## src/rtl/q_accel_pkg.sv

```systemverilog
// Shared definitions for the Q-learning accelerator action selector:
// table geometry, Q-value type, selector FSM encoding and the LFSR step.
package q_accel_pkg;

  localparam int STATE_W    = 6;
  localparam int ACT_W      = 2;
  localparam int NUM_STATES = 64;
  localparam int NUM_ACT    = 4;
  localparam int Q_W        = 32;
  localparam int EPS_W      = 8;

  // Galois feedback taps for x^16 + x^14 + x^13 + x^11 + 1, shifting right.
  localparam logic [15:0] LFSR_MASK = 16'hB400;

  typedef logic signed [Q_W-1:0] q_val_t;

  typedef enum logic [1:0] {
    SEL_IDLE  = 2'd0,
    SEL_READ  = 2'd1,
    SEL_DRAIN = 2'd2,
    SEL_OUT   = 2'd3
  } sel_state_e;

  // One step of the right-shifting Galois LFSR.
  function automatic logic [15:0] lfsr16_next(input logic [15:0] cur);
    lfsr16_next = {1'b0, cur[15:1]} ^ (cur[0] ? LFSR_MASK : 16'h0000);
  endfunction

endpackage

```

## src/rtl/qsel_lfsr16.sv

```systemverilog
// 16-bit Galois LFSR used as the exploration random source.
// Loads the seed in reset and advances one step per adv pulse.
module qsel_lfsr16 (
  input  logic        clk,
  input  logic        rst,
  input  logic        adv,
  input  logic [15:0] seed,
  output logic [15:0] value
);
  import q_accel_pkg::*;

  // LFSR register: seed on reset, single step when advanced.
  always_ff @(posedge clk) begin
    if (!rst) begin
      value <= seed;
    end else if (adv) begin
      value <= lfsr16_next(value);
    end
  end

endmodule

```

## src/rtl/q_action_selector.sv

```systemverilog
// Epsilon-greedy action selector. For each accepted state it reads the four
// Q-values of that state, keeps the signed argmax (ties keep the lowest
// index), optionally substitutes a pseudo-random action and presents the
// result on a valid/ready output. Latency from accept to action_valid is
// fixed at 6 cycles.
// Optional build macro: QSEL_MAXQ_OUT_EN adds the max_q output (greedy max of
// the last decision, valid with action_valid).
module q_action_selector #(
  parameter int          STATE_W   = q_accel_pkg::STATE_W,
  parameter int          ACT_W     = q_accel_pkg::ACT_W,
  parameter int          Q_W       = q_accel_pkg::Q_W,
  parameter int          EPS_W     = q_accel_pkg::EPS_W,
  parameter logic [15:0] LFSR_SEED = 16'hACE1
) (
  input  logic                     clk,
  input  logic                     rst,
  input  logic [STATE_W-1:0]       state_in,
  input  logic                     state_valid,
  output logic                     state_ready,
  input  logic [EPS_W-1:0]         eps,
  output logic                     q_rd_en,
  output logic [STATE_W+ACT_W-1:0] q_rd_addr,
  input  logic [Q_W-1:0]           q_rd_data,
  output logic [ACT_W-1:0]         action_out,
  output logic                     action_explore,
`ifdef QSEL_MAXQ_OUT_EN
  output logic [Q_W-1:0]           max_q,
`endif
  output logic                     action_valid,
  input  logic                     action_ready
);
  import q_accel_pkg::*;

  localparam logic [ACT_W-1:0] ZERO_K = {ACT_W{1'b0}};
  localparam logic [ACT_W-1:0] ONE_K  = {{(ACT_W-1){1'b0}}, 1'b1};
  localparam logic [ACT_W-1:0] LAST_K = {ACT_W{1'b1}};

  sel_state_e                 state_r;
  sel_state_e                 state_nxt_s;
  logic                       accept_s;
  logic [STATE_W-1:0]         state_lat_r;
  logic                       explore_r;
  logic [ACT_W-1:0]           rand_act_r;
  logic [15:0]                lfsr_s;
  logic                       lfsr_unused_s;
  logic                       rd_pend_r;
  logic [ACT_W-1:0]           rd_idx_r;
  logic signed [Q_W-1:0]      max_r;
  logic signed [Q_W-1:0]      max_nxt_s;
  logic [ACT_W-1:0]           arg_r;
  logic [ACT_W-1:0]           arg_nxt_s;

  // The random source advances exactly once per accepted state.
  qsel_lfsr16 u_lfsr (
    .clk   (clk),
    .rst   (rst),
    .adv   (accept_s),
    .seed  (LFSR_SEED),
    .value (lfsr_s)
  );

  // Upper LFSR bits do not feed the decision.
  assign lfsr_unused_s = ^lfsr_s[15:EPS_W+ACT_W];

  // FSM state register.
  always_ff @(posedge clk) begin
    if (!rst) begin
      state_r <= SEL_IDLE;
    end else begin
      state_r <= state_nxt_s;
    end
  end

  // Next-state logic and the accept strobe.
  always_comb begin
    state_nxt_s = state_r;
    accept_s    = 1'b0;
    case (state_r)
      SEL_IDLE: begin
        if (state_valid && state_ready) begin
          accept_s    = 1'b1;
          state_nxt_s = SEL_READ;
        end else begin
          state_nxt_s = SEL_IDLE;
        end
      end
      SEL_READ: begin
        if (q_rd_addr[ACT_W-1:0] == LAST_K) begin
          state_nxt_s = SEL_DRAIN;
        end else begin
          state_nxt_s = SEL_READ;
        end
      end
      SEL_DRAIN: begin
        state_nxt_s = SEL_OUT;
      end
      SEL_OUT: begin
        if (action_valid && action_ready) begin
          state_nxt_s = SEL_IDLE;
        end else begin
          state_nxt_s = SEL_OUT;
        end
      end
      default: begin
        state_nxt_s = SEL_IDLE;
      end
    endcase
  end

  // Running signed argmax over returning read data; index 0 seeds it and
  // only a strictly greater value replaces it.
  always_comb begin
    max_nxt_s = max_r;
    arg_nxt_s = arg_r;
    if (rd_pend_r) begin
      if ((rd_idx_r == ZERO_K) || ($signed(q_rd_data) > max_r)) begin
        max_nxt_s = $signed(q_rd_data);
        arg_nxt_s = rd_idx_r;
      end else begin
        max_nxt_s = max_r;
        arg_nxt_s = arg_r;
      end
    end else begin
      max_nxt_s = max_r;
      arg_nxt_s = arg_r;
    end
  end

  // Read-return tracking and compare state; data is qualified by the
  // delayed read strobe so stray data outside a read slot is ignored.
  always_ff @(posedge clk) begin
    if (!rst) begin
      rd_pend_r <= 1'b0;
      rd_idx_r  <= ZERO_K;
      max_r     <= '0;
      arg_r     <= ZERO_K;
    end else begin
      rd_pend_r <= q_rd_en;
      rd_idx_r  <= q_rd_addr[ACT_W-1:0];
      max_r     <= max_nxt_s;
      arg_r     <= arg_nxt_s;
    end
  end

  // Accept-time capture: state, exploration decision and random action.
  always_ff @(posedge clk) begin
    if (!rst) begin
      state_lat_r <= {STATE_W{1'b0}};
      explore_r   <= 1'b0;
      rand_act_r  <= ZERO_K;
    end else if (accept_s) begin
      state_lat_r <= state_in;
      explore_r   <= (lfsr_s[EPS_W-1:0] < eps);
      rand_act_r  <= lfsr_s[EPS_W +: ACT_W];
    end
  end

  // Registered handshake and read-port outputs, derived from the next state.
  always_ff @(posedge clk) begin
    if (!rst) begin
      state_ready  <= 1'b1;
      q_rd_en      <= 1'b0;
      q_rd_addr    <= {(STATE_W+ACT_W){1'b0}};
      action_valid <= 1'b0;
    end else begin
      state_ready  <= (state_nxt_s == SEL_IDLE);
      q_rd_en      <= (state_nxt_s == SEL_READ);
      action_valid <= (state_nxt_s == SEL_OUT);
      if (accept_s) begin
        q_rd_addr <= {state_in, ZERO_K};
      end else if ((state_r == SEL_READ) && (state_nxt_s == SEL_READ)) begin
        q_rd_addr <= {state_lat_r, q_rd_addr[ACT_W-1:0] + ONE_K};
      end
    end
  end

  // Action result registers, loaded once as the last compare completes and
  // held through the whole OUT phase.
  always_ff @(posedge clk) begin
    if (!rst) begin
      action_out     <= ZERO_K;
      action_explore <= 1'b0;
`ifdef QSEL_MAXQ_OUT_EN
      max_q          <= {Q_W{1'b0}};
`endif
    end else if (state_r == SEL_DRAIN) begin
      action_out     <= explore_r ? rand_act_r : arg_nxt_s;
      action_explore <= explore_r;
`ifdef QSEL_MAXQ_OUT_EN
      max_q          <= max_nxt_s;
`endif
    end
  end

endmodule

```

## config.mk

```make
export PLATFORM = sky130hd
export DESIGN_NAME = q_action_selector
export DESIGN_NICKNAME = d
export VERILOG_FILES = /design/src/rtl/q_accel_pkg.sv /design/src/rtl/qsel_lfsr16.sv /design/src/rtl/q_action_selector.sv
export SDC_FILE = /design/constraint.sdc
export NUM_CORES = 1
export LEC_CHECK = 0
export ABC_AREA = 1
export ABC_CLOCK_PERIOD_IN_PS = 2000
export BUFFER_PORTS_ARGS = -buffer_cell sky130_fd_sc_hd__clkbuf_2
export CAP_MARGIN = 20
export CORE_MARGIN = 1
export CORE_UTILIZATION = 50
export DETAILED_ROUTE_END_ITERATION = 8
export HOLD_SLACK_MARGIN = 0.06
export PLACE_DENSITY = 0.75
export SYNTH_ARGS = -nofsm -noshare
export SYNTH_HDL_FRONTEND = slang
export SYNTH_SLANG_ARGS = --single-unit
export TNS_END_PERCENT = 1
```

## constraint.sdc

```tcl
create_clock -name clk -period 2 [get_ports clk]
set_input_delay 0.1 -clock clk [delete_from_list [all_inputs] [get_ports clk]]
set_output_delay 0.1 -clock clk [all_outputs]
set_load 0.05 [all_outputs]
```

Word level (Yosys, flattened, before mapping)
Cells that the tools add are included.
{"block": "totals", "regBits": 78, "in_bits": 50, "out_inout_bits": 14, "elab_cells": 49}
{"block": "op_classes", "add_sub_neg": 1, "magnitude_cmp": 2, "eq_ne": 6, "mux": 12, "n_bitwise": 2, "n_reduce_logical": 10}
{"op": "$gt 32x32->1", "n": 1}
{"op": "$mux 16", "n": 1}
{"op": "$mux 8", "n": 2}
{"op": "$xor 15x16->16", "n": 1}
{"op": "$mux 2", "n": 5}
{"op": "$eq 2x2->1 const B", "n": 4}
{"op": "$lt 8x8->1", "n": 1}
{"op": "$pmux 2 s4", "n": 1}
{"op": "$logic_not 2->1", "n": 3}
{"op": "$eq 2x1->1 const B", "n": 2}
{"op": "$logic_and 1x1->1", "n": 3}
{"op": "$mux 1", "n": 3}
{"op": "$add 2x1->2 const B", "n": 1}
{"op": "$reduce_and 2->1", "n": 1}
{"op": "$reduce_bool 2->1", "n": 1}
{"op": "$reduce_or 2->1", "n": 1}
{"op": "$logic_or 1x1->1", "n": 1}
{"op": "$not 1->1", "n": 1}

Logic depth before layout (Yosys ltp)
{"block": "logic_depth", "depth_word": 7, "ltp_mapped": 22, "mapped_depth_nobuf": 21}

Hierarchy
Synthesis repeated with hierarchy kept, for this count alone.
{"block": "unflattened", "hier_cells": 494, "hier_area_um2": 3958.8}
{"mod": "q_action_selector", "n_inst": 1, "cells_each": 416, "area_each_um2": 3194.3, "seq_area_each_um2": 1241.2}
{"mod": "qsel_lfsr16", "n_inst": 1, "cells_each": 78, "area_each_um2": 764.5, "seq_area_each_um2": 480.5}

Least setup slack after synthesis
No wires, ideal clock.
{"block": "synth_timing", "kind": "flip-flop to flip-flop", "from": "register max_r[31]", "to": "register max_r[13]", "setup_ns": 0.116, "arrival_ns": 1.897, "required_time_ns": 1.884, "setup_slack_ns": -0.013, "stages_incl_launch_ff": 18, "path_buffers": 2, "period_less_slack_ns": 2.013, "path_cell_list": "dfxtp_1 -> inv_1 -> ha_1 -> nand2_1 -> nor2_2 -> nand2_1 -> nor3b_2 -> nand2_1 -> nand2_1 -> nand2_1 -> nand2_1 -> nand2_1 -> nand2_2 -> nand2_2 -> buf_6 -> buf_6 -> o21ai_1 -> a21oi_1"}
{"block": "synth_between", "elab_chain_cells": 3}
{"item": "start: declaration", "line_no": "q_action_selector.sv:48", "source": "logic signed [Q_W-1:0] max_r;"}
{"item": "start signal: assignment", "line_no": "q_action_selector.sv:140", "source": "max_r <= max_nxt_s;"}
{"item": "$gt 32x32->1", "line_no": "q_action_selector.sv:116", "source": "if ((rd_idx_r == ZERO_K) || ($signed(q_rd_data) > max_r)) begin"}
{"item": "$logic_or 1x1->1", "line_no": "q_action_selector.sv:116"}
{"item": "$reduce_and 2->1 (no source line)"}
Every way passes these cells.
A chain may end at the register's enable or synchronous reset.

Final worst setup path
{"block": "layout_timing", "from": "register max_r[23]", "to": "register max_r[7]"}
Same word-level chain as after synthesis.

==> metrics.txt <==
status finished, violations left; failing checks setup timing; count of final hold-check violations 0; Clock Skews 9.79 ps; area share of fa/ha/maj cells after synthesis 0.134; Synth Instances 482; Final Cycle Share 1.07; Pre-Repair DR Iteration Count 4; commonest non-fill, non-tap cells in the layout dfxtp_1, nand2_1, inv_1; Worst VDD drop 0.625 mV; Max-Cap Viols 0; Die Wd 88.4 um; Clk Latency, worst-skew pair 350 ps; layout cells sized above 1 0.207; Worst Path Required 2270 ps; clk buf depth 2; share of the synthesized area in the top cell type 0.413; CP startpoint kind register; Max Slew Vio Count 0; Antenna Cells 0; die area 7810 um^2; combinational family with the most area after synthesis compound AO/OA/AOI/OAI gates; DRC viols 0; vias in the first global route 3211; total power 3680 uW; compound-cell area share of the yosys netlist 0.168; Pwr Density 763 nW/um^2; GP Congestion 0.838; Nets 675; total clock sinks 77; Tmin final 2140 ps; H-tree depth 3; Clk network pwr share 0.324; Pleak 0.00225 uW; largest net degree at the start of global routing 47; Hold Path Cell Cnt 3; CTS clk-pin slew, worst paths 80 ps; CP Capture Type register; area occupied by multi-input gates 1920 um^2; final hold slack 50.8 ps; worst r2r path cells 16; CP arrival 2410 ps; Final WS setup -137 ps; register share of total power 0.464; most common cell after layout, fill and taps aside dfxtp_1; global-route wire length before repair 13.2 mm; internal power 2600 uW; critical path peak fanout 12; synthesized-area fraction occupied by and/or/nand/nor cells 0.158; flops & latches, synth 77; Slew headroom 0.719; Place WS -158 ps; Fmax 468 MHz; Filler cells 608; ANT nets after route 0; switching share of power 0.294; Initial Util 0.517; total track usage 0.215; RSZ-0062 raised after global routing true; Core Box Area 7210 um^2; DRT Wirelength 8.06 mm; FF+latch area 1540 um^2; Mapped Area 3730 um^2; Root Driver clkbuf_8; routed len/inst 11.7 um; Gate power share 0.212; Die Y 88.4 um; Seq/Total Area, Yosys 0.413; DP HPWL 5.61 mm; Syn-to-layout area delta 29.3%; initial antenna violation count 0; syn_area_per_cell 7.74 um^2; post-CTS setup buffer count 0; Vias 3404; Final setup viols 34; routed vias/inst 4.94; CTS tree done; GR Overflow Total 0; syn nets 572; Ports 64; worst slew pin tran 421 ps; Post-Synth XOR/XNOR Area 0.00705; synth warn 0; CTS Buf Count 9; Hold Path Class input pin to register; post-synthesis mux area share 0.0161; Synth area leaders dfxtp_1, ha_1, a21oi_1; Synth area leader dfxtp_1; class of the most critical setup path register to register; net switching power 1080 uW; iteration-0 DRC count of the detailed router 102; IO buf count 63; row cnt 31; Synth cell types 26
==> synthesized netlist by cell type <==
library cell,instances
nor2_2,1
mux2i_1,6
a21oi_1,59
o41ai_1,1
nand2_1,78
o21a_1,3
a21o_1,1
nand3_1,14
dfxtp_1,77
buf_6,6
nand2_2,2
o22ai_1,1
ha_1,40
o211ai_1,1
a31oi_1,2
nor2_1,45
o21ai_0,32
nor3b_2,1
inv_1,69
o21ai_1,20
nand4_1,4
buf_2,1
o31ai_1,1
clkbuf_1,13
xnor2_1,3
clkinv_1,1
==> power groups by stage <==
stage	combinational, uW	sequential, uW	clock, uW
final	778	1710	1190
after global routing	889	1720	1260
after CTS	750	1710	1220
after detailed placement	690	1740	0
after floorplan	433	1790	0
after global placement	666	1740	0
==> stage by stage <==
stage	instances	TNS [ps]	instance area, um^2	util
CTS	688	-3380	4730	0.656
floorplan	482	0	3740	-
detailed placement	645	-4060	4220	0.584
global placement	645	-964	4220	0.584
global route	689	-9490	4820	0.668
finish	689	-1900	4820	0.668
==> worst max-delay path, stage by stage, from the launching register on <==
cell	delay, ps
dfxtp_1	330
inv_2	50
ha_4	260
nand2_1	60
nor2_1	120
nand3_1	110
nor3b_2	190
nand2_1	90
nand2_1	60
nand2_1	50
nand2_1	50
nand2_1	60
nand2_2	90
nand2_4	90
buf_6	160
buf_4	140
a21oi_1	150
==> path summary, 6_finish.rpt <==
path                startpoint   endpoint  slack (ps)
hold reg to reg        q_rd_en  rd_pend_r         460
setup / recovery     max_r[23]   max_r[7]        -140
setup reg to reg     max_r[23]   max_r[7]        -140
hold / removal    q_rd_data[3]   max_r[3]          50
==> routing by layer <==
| metal | vias up | part of all wire | wire (um) | track usage |
|---|---|---|---|---|
| met1 | 1556 | 0.46 | 3740 | 0.250 |
| li1 | 1776 | - | - | - |
| met3 | 8 | 0.039 | 318 | 0.0625 |
| met2 | 64 | 0.49 | 3930 | 0.385 |
| met5 | - | 0 | 0 | 0 |
| met4 | 0 | 0.0079 | 64 | 0.0587 |
==> repair_timing <==
action                                 in CTS  in global routing
endpoints found under the hold margin      32                  1
gates resized for setup                    12                 22
setup endpoints to repair                  36                 36
pin swaps                                   4                  4
hold buffers                               27                  1
==> logic make-up (layout without fill, tap and decap cells) <==
family                   Yosys count  in the layout
AO/OA/AOI/OAI                    121            121
multiplexers                       6              6
AND/OR/NAND/NOR                  145            145
buffers and inverters             90            198
adder cells (fa/ha/maj)           40             40
flip-flops                        77             77
XOR/XNOR                           3              3
==> final cells by class <==
type,count,area share
clock buffer,11,0.0293
clock inverter,5,0.0122
inverter,70,0.0545
multi-input combinational,315,0.398
sequential,77,0.320
tap,99,0.0257
timing repair buffer,112,0.161
==> flip-flops by register name, indices dropped and copies added, names as in the netlist <==
signal / cells
rd_idx_r: 2
state_ready: 1
rd_pend_r: 1
state_r: 2
u_lfsr.value: 16
rand_act_r: 1
action_valid: 1
q_rd_addr: 8
state_lat_r: 6
action_out: 2
max_r: 32
q_rd_en: 1
explore_r: 1
arg_r: 2
action_explore: 1
Power figures use the tool's default switching activity.
